<file path="src/rtl/pipe_skid_latch_pkg.sv">
// Shared pipeline package for the skid latch.
// Holds the occupancy state encoding, the default widths and a helper
// function that maps a state to its entry count.
package pipe_skid_latch_pkg;

  localparam int DEFAULT_DATA_W = 96;
  localparam int DEFAULT_CNT_W  = 16;

  // EMPTY: nothing held, ONE: main register valid, TWO: main and skid valid.
  typedef enum logic [1:0] {
    EMPTY = 2'd0,
    ONE   = 2'd1,
    TWO   = 2'd2
  } state_e;

  // Number of held entries for a given state.
  function automatic logic [1:0] occ_of(input state_e s);
    logic [1:0] n;
    n = 2'd0;
    case (s)
      ONE:     n = 2'd1;
      TWO:     n = 2'd2;
      default: n = 2'd0;
    endcase
    return n;
  endfunction

endpackage : pipe_skid_latch_pkg

</file>
<file path="src/rtl/pipe_skid_latch_sat_counter.sv">
// Saturating statistics counter.
// Adds inc_val to the count whenever inc_en is high and clamps at
// all-ones instead of wrapping.
//   clk_i    : clock
//   rsn_i    : asynchronous active-low reset, clears the count
//   inc_en   : add inc_val this cycle
//   inc_val  : increment amount, INC_W bits (INC_W <= WIDTH)
//   cnt_o    : current count
module sat_counter #(
  parameter int WIDTH = 16,
  parameter int INC_W = 1
) (
  input  logic             clk_i,
  input  logic             rsn_i,
  input  logic             inc_en,
  input  logic [INC_W-1:0] inc_val,
  output logic [WIDTH-1:0] cnt_o
);

  logic [WIDTH-1:0] cnt_q;
  logic [WIDTH-1:0] cnt_d;
  logic [WIDTH:0]   sum;

  always_comb begin
    // One extra bit catches the carry out; a carry means the sum passed
    // the all-ones ceiling.
    sum   = {1'b0, cnt_q} + {{(WIDTH + 1 - INC_W){1'b0}}, inc_val};
    cnt_d = cnt_q;
    if (inc_en) begin
      cnt_d = sum[WIDTH] ? {WIDTH{1'b1}} : sum[WIDTH-1:0];
    end
  end

  always_ff @(posedge clk_i or negedge rsn_i) begin
    if (!rsn_i) begin
      cnt_q <= '0;
    end else begin
      cnt_q <= cnt_d;
    end
  end

  assign cnt_o = cnt_q;

endmodule : sat_counter

</file>
<file path="src/rtl/pipe_skid_latch.sv">
// Two-entry valid/ready pipeline latch with a skid register.
// The main register drives the downstream payload; the skid register
// catches the one entry that may arrive while downstream stalls, so
// up_ready_o can be a pure register decode.
//   clk_i        : clock
//   rsn_i        : asynchronous active-low reset
//   kill_i       : synchronous flush of all held entries
//   up_valid_i   : upstream entry valid
//   up_data_i    : upstream payload
//   up_ready_o   : latch can accept an entry this cycle
//   dn_valid_o   : downstream entry valid
//   dn_data_o    : downstream payload (main register)
//   dn_ready_i   : downstream consumes the entry this cycle
//   occ_o        : number of held entries, 0..2
//   stall_cnt_o  : cycles with dn_valid_o=1 and dn_ready_i=0 (saturating)
//   drop_cnt_o   : entries discarded by kill_i (saturating)
module pipe_skid_latch
  import pipe_skid_latch_pkg::*;
#(
  parameter int DATA_W = DEFAULT_DATA_W,
  parameter int CNT_W  = DEFAULT_CNT_W
) (
  input  logic              clk_i,
  input  logic              rsn_i,
  input  logic              kill_i,
  input  logic              up_valid_i,
  input  logic [DATA_W-1:0] up_data_i,
  output logic              up_ready_o,
  output logic              dn_valid_o,
  output logic [DATA_W-1:0] dn_data_o,
  input  logic              dn_ready_i,
  output logic [1:0]        occ_o,
  output logic [CNT_W-1:0]  stall_cnt_o,
  output logic [CNT_W-1:0]  drop_cnt_o
);

  state_e            state_q;
  state_e            state_d;
  logic [DATA_W-1:0] main_q;
  logic [DATA_W-1:0] main_d;
  logic [DATA_W-1:0] skid_q;
  logic [DATA_W-1:0] skid_d;
  logic              push;
  logic              pop;

  // Handshake outputs come from the state register only, which breaks any
  // combinational ready path between upstream and downstream.
  assign up_ready_o = (state_q != TWO);
  assign dn_valid_o = (state_q != EMPTY);
  assign dn_data_o  = main_q;
  assign occ_o      = occ_of(state_q);

  assign push = up_valid_i & up_ready_o;
  assign pop  = dn_valid_o & dn_ready_i;

  always_comb begin
    state_d = state_q;
    main_d  = main_q;
    skid_d  = skid_q;
    if (kill_i) begin
      // Flush wins over any push or pop in the same cycle.
      state_d = EMPTY;
      main_d  = '0;
      skid_d  = '0;
    end else begin
      case (state_q)
        EMPTY: begin
          if (push) begin
            state_d = ONE;
            main_d  = up_data_i;
          end
        end
        ONE: begin
          case ({push, pop})
            2'b11: main_d = up_data_i;
            2'b10: begin
              state_d = TWO;
              skid_d  = up_data_i;
            end
            2'b01: state_d = EMPTY;
            default: ;
          endcase
        end
        TWO: begin
          // up_ready_o is low here, so only a pop can move the state.
          if (pop) begin
            state_d = ONE;
            main_d  = skid_q;
          end
        end
        default: begin
          state_d = EMPTY;
        end
      endcase
    end
  end

  always_ff @(posedge clk_i or negedge rsn_i) begin
    if (!rsn_i) begin
      state_q <= EMPTY;
      main_q  <= '0;
      skid_q  <= '0;
    end else begin
      state_q <= state_d;
      main_q  <= main_d;
      skid_q  <= skid_d;
    end
  end

  // A kill cycle still counts as a stall when downstream is not ready.
  sat_counter #(
    .WIDTH (CNT_W),
    .INC_W (1)
  ) u_stall_cnt (
    .clk_i   (clk_i),
    .rsn_i   (rsn_i),
    .inc_en  (dn_valid_o & ~dn_ready_i),
    .inc_val (1'b1),
    .cnt_o   (stall_cnt_o)
  );

  // Every entry held at kill time is dropped, including one being popped.
  sat_counter #(
    .WIDTH (CNT_W),
    .INC_W (2)
  ) u_drop_cnt (
    .clk_i   (clk_i),
    .rsn_i   (rsn_i),
    .inc_en  (kill_i),
    .inc_val (occ_o),
    .cnt_o   (drop_cnt_o)
  );

endmodule : pipe_skid_latch

</file>
<file path="config.mk">
export PLATFORM = sky130hd
export DESIGN_NAME = pipe_skid_latch
export DESIGN_NICKNAME = d
export VERILOG_FILES = /design/src/rtl/pipe_skid_latch_pkg.sv /design/src/rtl/pipe_skid_latch_sat_counter.sv /design/src/rtl/pipe_skid_latch.sv
export SDC_FILE = /design/constraint.sdc
export NUM_CORES = 1
export LEC_CHECK = 0
export CORE_ASPECT_RATIO = 0.6
export CORE_MARGIN = 1.5
export CORE_UTILIZATION = 45
export CTS_BUF_LIST = sky130_fd_sc_hd__clkbuf_8
export CTS_CLUSTER_SIZE = 10
export DETAILED_ROUTE_END_ITERATION = 7
export HOLD_SLACK_MARGIN = 0.03
export PLACE_DENSITY = 0.8
export SKIP_LAST_GASP = 1
export SYNTH_ARGS = -nofsm -noshare
export SYNTH_HDL_FRONTEND = slang
export SYNTH_HIERARCHICAL = 1
export SYNTH_SLANG_ARGS = --single-unit
export TNS_END_PERCENT = 10
</file>
<file path="constraint.sdc">
create_clock -name clk_i -period 3.4 [get_ports clk_i]
set_input_delay 0.68 -clock clk_i [delete_from_list [all_inputs] [get_ports clk_i]]
set_output_delay 0.68 -clock clk_i [all_outputs]
set_load 0.02 [all_outputs]
</file>
==> out/qor.yml <==
finClkSkew_ns: 0.0211
critPathSlowestCell: "clkdlybuf4s50_1"
fin_cells: 1595
synth_area_sq_um: 11100
die_h_microns: 125
async_reset_ff_share_pct: 100
cts_buffers: 36
period_share_pct: 86.0
final_cell_mix: "clkdlybuf4s50_1 (230), dfrtp_1 (226), nand2_1 (224), nand3_1 (105)"
setup_slack_ns: 0.477
r2r_slack_ns: 0.74
drtIter0Drc: 688
drc: 0
drv_slew: 0
irDropWorstVdd_v: 0.000349
dpl_worst_slack_ns: 0.701
clock.fmax_mhz: 342
drive_gt1_share_pct: 15.2
cp-end-kind: "primary output"
path_buf_inv: 3
crit_cells: 4
grt_pass1_wl_microns: 50700
tritoncts: "yes"
clock-sinks: 226
grt_max_degree: 114
hold_buffers: 0
run_status: "finished clean"
nets: 1361
p_clk_share_pct: 23.9
io_buffer_count: 232
root_buffer: "clkbuf_8"
hold_violations: 0
grt_pass1_vias: 9498
synth_warnings: 6
finalSetupViolCount: 0
ys.flop_type: "dfrtp_1"
dieArea_sq_um: 25600
max_stage_delay_ns: 0.61
critPathRequiredTime_ns: 2.72
crit_chain: "inv_1 > ha_4 > inv_1 > clkdlybuf4s50_1"
ys_types: 54
rsz0062_at_grt: "no"
final.setup.tns_ns: 0
combPwrFrac_pct: 38.7
htree_num_levels: 2
rr_worst_depth: 7
path_max_fanout: 19
core_area_sq_um: 24200
num_io_pins: 233
viasPerCell: 5.84
worstHoldPathType: "input port to asynchronous set/reset pin"
finalWeightedCongestion: 0.799
synth.avg_cell_area_sq_um: 10.6
grt.overflow.total: 0
grt_antenna_before_repair: 1
r2r-end: "dn_data_o[49]"
cts-resized-gates: 0
cp.arrival_ns: 2.24
grt_use_total_pct: 24.5
r2r_start: "state_q[0]"
first_pass_iters: 5
crit_path_frequent_cell: "inv_1"
vias: 9316
start_util_pct: 45.8
area_growth_pct: 29.8
p_seq_share_pct: 37.4
final_common_cell: "clkdlybuf4s50_1"
placedInstanceArea_sq_um: 13700
synth_edf_count: 0
ant_nets: 0
ys_seq_area_share_pct: 51.0
p_leak_nw: 6.08
stdcell_area_sq_um: 14400
start_kind: "flop"
finalPower_mw: 10.2
fillers: 1989
n_antenna_cell: 0
post_cts.repair.setup_buffers: 0
wl_per_cell_microns: 19.5
cts_buffer_depth: 3
p_per_area_nw_per_um2: 707
worst_pin_slew_ns: 0.866
dp_cells: 1534
drv_cap: 0
maxSlewHeadroom_pct: 42.3
dp_hpwl_microns: 19000
switching_power_mw: 3.87
intPower_mw: 6.32
synth_cells: 1047
crit_type: "flop to primary output"
clk_latency_ns: 0.50
path_delay_family: "buffers and inverters"
clk_pin_slew_ns: 0.07
p_sw_share_pct: 38.0
fin_crit_ns: 2.92
rows: 44
ys_ff_latch: 226
routed_wl_microns: 31000
die_w_microns: 206
cell type report:
class | count | area, sq um | share of cell area (%)
Tap cell | 322 | 403 | 2.80
Clock inverter | 15 | 114 | 0.790
Clock buffer | 46 | 633 | 4.39
Multi-Input combinational cell | 723 | 5000 | 34.7
Inverter | 12 | 45.0 | 0.313
Sequential cell | 226 | 5660 | 39.3
Timing Repair Buffer | 251 | 2550 | 17.7
cells in the mapped netlist (2+ instances only):
cell      instances  area, sq um
a21oi_1           4         20.0
a22o_1           96          841
a31oi_1           2         12.5
a41oi_1           2         17.5
and3_1            2         12.5
buf_1             2         7.51
buf_2            38          190
buf_4            15          113
buf_6             3         33.8
clkbuf_1         29          109
dfrtp_1         226         5660
ha_1              9          113
inv_1            12         45.0
mux2_1            3         33.8
mux2_2           96         1080
mux2i_1           3         30.0
nand2_1         224          841
nand2_2           2         12.5
nand2b_1          3         18.8
nand3_1         105          526
nand3_4           2         35.0
nand4_1           3         18.8
nor2_1            8         30.0
nor2b_1           2         12.5
nor3_1            6         30.0
nor3_4            2         32.5
nor4_1            6         37.5
o211ai_1         86          646
o211ai_2         10          125
o21a_1            2         15.0
o21ai_0           5         25.0
xnor2_1          16          140
xor2_1            2         17.5
worst max-delay path by stage:
stage | startpoint | endpoint
floorplan | state_q[1] | u_drop_cnt/cnt_o[14]
global placement | dn_ready_i | u_stall_cnt/cnt_o[4]
detailed placement | up_valid_i | dn_data_o[49]
CTS | state_q[0] | up_ready_o
global route | state_q[0] | up_ready_o
finish | state_q[0] | up_ready_o
per-layer routing:
layer,part of all wire [%],global-route usage (%)
met1,46,35.7
met2,45,36.5
met3,7.9,6.44
met4,1.0,5.24
met5,0.029,0
power groups by stage:
stage	Combinational [mW]	Clock, mW	Sequential (mW)
2_1_floorplan	1.73	0	4.28
4_1_cts	3.95	2.50	3.80
6_report	3.94	2.44	3.81
3_5_place_dp	3.95	0	3.82
5_1_grt	4.22	2.64	3.89
3_3_place_gp	3.87	0	3.80
sequential cells by signal (all words and copies together) (netlist names):
register and cells:
u_stall_cnt/cnt_o 16, dn_data_o 96, u_drop_cnt/cnt_o 16, skid_q 96, state_q 2
stage by stage:
stage	util, %	hold slack, ns
2_1_floorplan	-	0.384
3_3_place_gp	56.4	0.482
3_5_place_dp	56.4	0.485
4_1_cts	59.5	0.251
5_1_grt	59.5	0.252
6_report	59.5	0.246
cell families after synthesis:
family | Yosys count | synth area share, %
and+or+nand+nor | 376 | 15.6
buffers and inverters | 99 | 4.49
other | 1 | 0.0338
AOI/OAI and AO/OA | 215 | 16.0
muxes | 102 | 10.3
xor gates and xnor gates | 18 | 1.42
DFF | 226 | 51.0
adders and majority gates | 10 | 1.19
Note: power is estimated with default switching activity, not from simulation.
==> patch (same settings) <==
`DEFAULT_DATA_W`: 96 -> 192.
--- a/src/rtl/pipe_skid_latch_pkg.sv
+++ b/src/rtl/pipe_skid_latch_pkg.sv
@@ -5,3 +5,3 @@
 
-  localparam int DEFAULT_DATA_W = 96;
+  localparam int DEFAULT_DATA_W = 192;
   localparam int DEFAULT_CNT_W  = 16;
Ports: changed (resized dn_data_o and up_data_i); port bits go from 233 to 425. No check against the original RTL was run, so the function may have changed too.
==> patch against the original RTL <==
- synthesized cell count increased by 82%
- synthesized area increased by 81%
- power increased by 87%
- global-route usage increased by 2.5 points
- sequential cell count increased by 192
- worst hold slack got worse by 0.14 ns
- cell count increased by 81%
- sequential power increased by 85%
- cell area increased by 82%
- routed wire length increased by 100%
- non-clock buffer count increased by 208
- combinational power increased by 92%
- setup slack got worse by 0.055 ns
==> patch: results <==
<?xml version="1.0" encoding="UTF-8"?>
<metrics>
  <group name="yosys">
    <metric name="synthTopCellsByArea" unit="">dfrtp_1, mux2_2, a22o_1, nand2_1, o211ai_1</metric>
    <metric name="post_synth_arst_share" unit="">1.00</metric>
    <metric name="synth.yosys.warnings" unit="">6</metric>
    <metric name="ys_seq_area_frac" unit="">0.519</metric>
    <metric name="netlist_top_cells_count" unit="">dfrtp_1, nand2_1, nand3_1</metric>
    <metric name="netlist-cell-type-count" unit="">52</metric>
  </group>
  <group name="global_routing">
    <metric name="grt_start_max_net_pins" unit="">113</metric>
    <metric name="wire_length_of_the_first_global_routing_pass" unit="µm">100000</metric>
    <metric name="grt.total_usage" unit="">0.270</metric>
    <metric name="grt_antenna_before_repair" unit="">7</metric>
  </group>
  <group name="placement">
    <metric name="port_buffers" unit="">424</metric>
    <metric name="dp_hpwl" unit="µm">38800</metric>
    <metric name="finalWeightedCongestion" unit="">0.877</metric>
  </group>
  <group name="detailed_routing">
    <metric name="routedWlPerCell" unit="µm">21.8</metric>
    <metric name="route.vias.total" unit="">17300</metric>
    <metric name="dr.pass1.iters" unit="">7</metric>
    <metric name="drt-initial-drc-count" unit="">1763</metric>
  </group>
  <group name="setup_path">
    <metric name="critical_path.top_delay_family" unit="">buffers and inverters</metric>
    <metric name="critical-path-max-stage-delay" unit="ns">0.69</metric>
    <metric name="timing.critical_path.arrival" unit="ns">2.30</metric>
    <metric name="critical-path-slowest-cell" unit="">clkdlybuf4s50_1</metric>
    <metric name="cp_max_fo" unit="">20</metric>
  </group>
  <group name="sta">
    <metric name="max_slew_margin" unit="">0.373</metric>
    <metric name="skew" unit="ns">0.0316</metric>
    <metric name="setup-tns-final" unit="ns">0</metric>
  </group>
  <group name="clock_network">
    <metric name="post-cts-setup-buffer-count" unit="">0</metric>
    <metric name="clk_transition_reported_paths" unit="ns">0.06</metric>
    <metric name="clk_path_buf_depth" unit="">3</metric>
    <metric name="numCtsBuffers" unit="">66</metric>
    <metric name="clock_tree.htree_level_count" unit="">3</metric>
    <metric name="number_of_gates_given_a_new_drive_strength_after_cts" unit="">0</metric>
    <metric name="root_buffer" unit="">clkbuf_8</metric>
    <metric name="clk_latency" unit="ns">0.62</metric>
  </group>
  <group name="final_layout">
    <metric name="final_net_count" unit="">2463</metric>
    <metric name="final_layout_size_suffix_gt1_frac" unit="">0.147</metric>
  </group>
  <group name="worst_hold_path">
    <metric name="hold_path.class" unit="">in2async</metric>
  </group>
  <group name="power">
    <metric name="power.static_leakage" unit="nW">10.9</metric>
    <metric name="max-vdd-ir-drop" unit="V">0.000507</metric>
  </group>
  <group name="status">
    <metric name="status" unit="">completed</metric>
  </group>
</metrics>
-- patch: report_power, final --
group | total (W) | internal, W | switching, W
clock network | 0.00440 | 0.00231 | 0.00209
registers | 0.00705 | 0.00609 | 0.000957
logic | 0.00756 | 0.00316 | 0.00439
-- patch: area by class of cell --
cell class	instances	area [µm²]
multi-input combinational	1299	8820
antenna	4	10.0
inverter	12	45.0
tap	579	724
clock buffer	81	1110
sequential	418	10500
fill	3447	17500
clock inverter	33	205
timing repair buffer	459	4810
-- patch: per-layer routing --
layer  part of all wire  wire [µm]  global-route usage
met5            0.00041         26                   0
met4              0.033       2110               0.101
met3              0.069       4330              0.0516
met2               0.46      28900               0.417
met1               0.44      27600               0.380
-- patch: path summary, 6_finish.rpt --
kind / from / endpoint / slack (ns) / cells after the start
max in group asynchronous: rsn_i / dn_data_o[150]$_DFFE_PN0P_ / 2.26 / 2
min in group clk_i: skid_q[0]$_DFFE_PN0P_ / skid_q[0]$_DFFE_PN0P_ / 0.50 / 1
worst max register to register: state_q[0]$_DFFE_PN0P_ / u_drop_cnt/cnt_o[13]$_DFFE_PN0P_ / 0.56 / 7
worst min register to register: skid_q[0]$_DFFE_PN0P_ / skid_q[0]$_DFFE_PN0P_ / 0.50 / 1
worst min-delay path: rsn_i / dn_data_o[117]$_DFFE_PN0P_ / 0.10 / 1
worst max-delay path: state_q[0]$_DFFE_PN0P_ / occ_o[1] / 0.42 / 3
-- patch: worst reg2reg max path, cell delays in order, from the launching register on --
cell     delay, ns
dfrtp_1       0.44
inv_1         0.18
ha_4          0.39
inv_1         0.13
fa_1          0.56
nor3_4        0.33
nand3_1       0.46
o21ai_0       0.25
-- patch: cells by family (layout without fill, tap and decap cells) --
kind of cell | Yosys count | after routing | share of synthesized area
AO/OA/AOI/OAI | 407 | 407 | 0.163
XOR/XNOR | 18 | 18 | 0.00783
adder cells (fa/ha/maj) | 10 | 10 | 0.00659
buffers and inverters | 186 | 585 | 0.0462
flip-flops | 418 | 418 | 0.519
multiplexers | 198 | 198 | 0.111
other | 1 | 6 | 0.000186
AND/OR/NAND/NOR | 664 | 664 | 0.146
-- patch: metrics by stage --
stage          instance area (µm²)  hold WS [ns]  instances  setup WS (ns)
2_1_floorplan                20100         0.384       1903           1.16
3_3_place_gp                 24900         0.481       2767          0.667
3_5_place_dp                 24900         0.485       2767          0.607
4_1_cts                      26200         0.118       2881          0.353
5_1_grt                      26200         0.133       2885          0.281
6_report                     26200         0.101       2885          0.423
